File: src/rtl/int_req_arb.sv
// Interrupt request arbiter: latches source rising edges into pending bits, picks the lowest
// unmasked pending index and runs the int_req / int_srv handshake toward the SXP core.
module int_req_arb #(
  parameter int unsigned NUM_SRC  = 16,
  parameter int unsigned TO_WIDTH = 8,
  parameter int unsigned TIMEOUT  = 255
) (
  input  logic               clk,
  input  logic               reset_b,
  input  logic [NUM_SRC-1:0] src_irq,
  input  logic [NUM_SRC-1:0] src_mask,
  input  logic [NUM_SRC-1:0] clr_pend,
  input  logic               int_rdy,
  input  logic               int_srv_req,
  input  logic [15:0]        int_srv_num,
  output logic               int_req,
  output logic [15:0]        int_num,
  output logic [NUM_SRC-1:0] pending,
  output logic               busy,
  output logic               timeout_err
);

  localparam int unsigned SelW = (NUM_SRC > 1) ? $clog2(NUM_SRC) : 1;

  typedef enum logic [1:0] {StIdle, StReq, StWait} state_e;

  state_e              state_q, state_d;
  logic [NUM_SRC-1:0]  src_q;
  logic [NUM_SRC-1:0]  pend_q, pend_d;
  logic [SelW-1:0]     sel_q, sel_d;
  logic [TO_WIDTH-1:0] cnt_q, cnt_d;
  logic                int_req_q, int_req_d;
  logic [15:0]         int_num_q, int_num_d;
  logic                terr_q, terr_d;

  logic [NUM_SRC-1:0]  rise;
  logic [NUM_SRC-1:0]  eligible;
  logic [NUM_SRC-1:0]  retire;
  logic [SelW-1:0]     arb_idx;

  always_comb begin
    rise     = src_irq & ~src_q;
    eligible = pend_q & ~src_mask;

    // Descending scan so the lowest eligible index is the one left standing.
    arb_idx = '0;
    for (int i = NUM_SRC - 1; i >= 0; i--) begin
      if (eligible[i]) arb_idx = SelW'(i);
    end

    state_d   = state_q;
    sel_d     = sel_q;
    cnt_d     = cnt_q;
    retire    = '0;
    int_req_d = 1'b0;
    int_num_d = '0;
    terr_d    = 1'b0;

    unique case (state_q)
      StIdle: begin
        if ((|eligible) && int_rdy) begin
          state_d   = StReq;
          sel_d     = arb_idx;
          int_req_d = 1'b1;
          int_num_d = 16'(arb_idx);
        end
      end
      StReq: begin
        state_d = StWait;
        cnt_d   = '0;
      end
      StWait: begin
        cnt_d = cnt_q + TO_WIDTH'(1);
        if (int_srv_req && (int_srv_num == 16'(sel_q))) begin
          retire  = NUM_SRC'(1) << sel_q;
          state_d = StIdle;
        end else if (cnt_q == TO_WIDTH'(TIMEOUT - 1)) begin
          terr_d  = 1'b1;
          state_d = StIdle;
        end
      end
      default: state_d = StIdle;
    endcase

    // A fresh edge beats both software clear and retirement.
    pend_d = rise | (pend_q & ~clr_pend & ~retire);
  end

  always_ff @(posedge clk) begin
    if (!reset_b) begin
      state_q   <= StIdle;
      src_q     <= '0;
      pend_q    <= '0;
      sel_q     <= '0;
      cnt_q     <= '0;
      int_req_q <= 1'b0;
      int_num_q <= '0;
      terr_q    <= 1'b0;
    end else begin
      state_q   <= state_d;
      src_q     <= src_irq;
      pend_q    <= pend_d;
      sel_q     <= sel_d;
      cnt_q     <= cnt_d;
      int_req_q <= int_req_d;
      int_num_q <= int_num_d;
      terr_q    <= terr_d;
    end
  end

  assign int_req     = int_req_q;
  assign int_num     = int_num_q;
  assign pending     = pend_q;
  assign busy        = (state_q != StIdle);
  assign timeout_err = terr_q;

endmodule
File: config.mk
export PLATFORM = sky130hd
export DESIGN_NAME = int_req_arb
export DESIGN_NICKNAME = d
export VERILOG_FILES = /design/src/rtl/int_req_arb.sv
export SDC_FILE = /design/constraint.sdc
export NUM_CORES = 1
export LEC_CHECK = 0
export ABC_AREA = 1
export BUFFER_PORTS_ARGS = -buffer_cell sky130_fd_sc_hd__buf_2
export CORE_MARGIN = 2
export CORE_UTILIZATION = 51
export CTS_CLUSTER_SIZE = 28
export DETAILED_ROUTE_END_ITERATION = 16
export PLACE_DENSITY = 0.84
export SLEW_MARGIN = 20
export SYNTH_ARGS = -nofsm -noshare
export SYNTH_HDL_FRONTEND = slang
export SYNTH_SLANG_ARGS = --single-unit
File: constraint.sdc
create_clock -name clk -period 4.9 [get_ports clk]
set_clock_uncertainty 0.1 [all_clocks]
set_input_delay 0.49 -clock clk [delete_from_list [all_inputs] [get_ports clk]]
set_output_delay 0.49 -clock clk [all_outputs]
set_load 0.005 [all_outputs]
==> flow_summary.toml <==
[placed_design]
hpwl_um = 4280
portBuffers = 90
gp_congestion = 0.885

[outcome]
status = "completed"

[setup_path]
timing.rr.start = "state_q[0]"
end_kind = "register"
arrival_ns = 2.05
critPathLaunch = "state_q[0]"
worstSetupStartpointType = "register"
path_class = "register to register"
cp_max_fo = 7
worst_r2r_path_depth = 7
required_ns = 5.00

[clock_tree]
hold_buffers = 0
postCtsSetupBuffers = 0
cts_resized = 0
clk_transition_reported_paths_ns = 0.10
root_buffer = "clkbuf_8"
htree_levels = 2
clock-sinks = 52
cts_tree = "built"
cts_buffer_depth = 2
clk-insertion-delay-late_ns = 0.31
cts_made_buffers = 5

[layout]
finalNetCount = 506
final_cell_mix = "buf_2 (90), nand2_1 (72), inv_1 (62), dfxtp_1 (52), nor2_1 (25)"
syn2layout_area_growth_pct = 21.8
drive_above_1_share_pct = 26.5
diodes = 0
fillers = 412
layout_commonest_cell = "buf_2"

[logic_synthesis]
yosys.area.top_type_share_pct = 42.5
synth_top_area_cell = "dfxtp_1"
syn_inst = 342
syn_area_um2 = 2450
synth_edf_count = 0
avgSynthCellArea_um2 = 7.16
ys.flop_type = "dfxtp_1"
synth_cell_types = 35
yosysWarnings = 0
synth_area_leaders = "dfxtp_1 (43%), nand2_1 (11%), inv_1 (9.5%), nand4_1 (4.9%), nand3_1 (4.1%)"
synth-seq-cells = 52
async_flop_share_pct = 0
yosysSeqAreaShare_pct = 42.5

[floorplan]
die_w_um = 73.3
core_area_um2 = 4660
io-pin-count = 103
rows = 25
die-area_um2 = 5370
die_y_um = 73.3
start_util_pct = 52.5

[grt]
grt_max_degree = 39
grt_pass1_wl_um = 8820
grt_pass1_vias = 2118
grt-ovfl-total = 0
antenna_found_initial = 0
track_usage_pct = 20.8

[route]
drtAntennaViolNets = 0
dr.first_iter.drc_count = 102
firstDrtPassIters = 4
drc = 0
wl_per_cell_um = 10.9
num_vias = 2332
drt_wl_total_um = 5320
via_per_inst = 4.78

[min_path]
worst_hold_path.num_cells = 3
min_from = "src_irq[3]"
hp-class = "input port to register"

[sta]
finalSetupViolCount = 0
max_freq_mhz = 515
maxSlewHeadroom_pct = 56.0
slew_viol_final = 0
finalCriticalPeriod_ns = 1.94
tightest_slew_ns = 0.660
fin_tns_setup_ns = 0
fin_hold_ws_ns = 0.277
min_period_over_period_pct = 39.7
hold_viol_final = 0
grt_setup_unrepaired = "false"

[job]
cap_violations = 0

[power_and_ir_drop]
worst_ir_drop_vdd_v = 0.000196
p_per_area_nw_per_um2 = 317
power.leakage_nw = 1.68
==> metrics by stage <==
step           power, mW  area (um2)  setup slack [ns]  util, %  instances
2_1_floorplan      0.630        2490              3.27        -        353
3_3_place_gp       0.694        2890              2.95     62.0        480
3_5_place_dp       0.700        2890              2.93     62.0        480
4_1_cts            0.950        2980              2.98     64.0        488
5_1_grt            0.998        2980              2.82     64.0        488
6_report           0.946        2980              2.96     64.0        488
==> Yosys cell counts, types with 2 or more instances <==
cell	n
nand2_1	72
inv_1	62
dfxtp_1	52
nor2_1	25
nand3_1	20
o21ai_1	20
nand4_1	19
buf_4	12
a21oi_1	10
inv_2	8
ha_1	5
nor3_1	4
buf_2	3
o21ai_0	3
o22ai_1	3
a31oi_1	2
nor4_1	2
o21ai_2	2
xor2_1	2
==> kinds of logic after synthesis <==
group | after synthesis | synth area share [%]
and+or+nand+nor | 152 | 29.0
buffers and inverters | 89 | 16.0
DFF | 52 | 42.5
AOI/OAI and AO/OA | 41 | 9.04
adders and majority gates | 5 | 2.55
xor gates and xnor gates | 2 | 0.716
other | 1 | 0.153
==> where the power goes <==
group	switching, mW	leakage (nW)	internal [mW]	total (mW)
sequential	0.0212	0.429	0.455	0.477
combinational	0.133	1.20	0.0830	0.216
clock	0.138	0.0445	0.115	0.253
==> path summary, 6_finish.rpt <==
kind	endpoint	slack, ns
worst max-delay path	cnt_q[7]	2.96
worst min-delay path	src_q[3]	0.28
worst max register to register	cnt_q[7]	2.96
worst min register to register	pending[9]	0.30
==> cell type report <==
class	instances	area, um2	area share (%)
Timing Repair Buffer	90	450	15.1
Multi-Input combinational cell	212	1060	35.4
Sequential cell	52	1040	34.9
Clock buffer	7	86.3	2.90
Clock inverter	1	7.51	0.252
Inverter	72	273	9.15
Tap cell	54	67.6	2.27
==> sequential cells by signal, indices dropped and copies added, names as in the netlist <==
register,cells
src_q,16
state_q,2
int_req,1
cnt_q,8
pending,16
int_num,4
sel_q,4
timeout_err,1
==> worst max-delay path: stages, from the launching register on <==
cell and delay, ns:
dfxtp_1 0.37, inv_1 0.07, ha_1 0.40, nand2_1 0.12
nor4b_1 0.44, nand2_1 0.12, xor2_1 0.17, nor2_1 0.05
==> routing by layer <==
layer  vias up  part of all wire, %  track usage (%)
li1       1232                    -                -
met3        13                  5.5             3.84
met4         0                  2.4             8.69
met5         -                    0                0
met2        83                   48             36.2
met1      1004                   45             25.2
No activity file was read; power rests on OpenSTA's default activity.
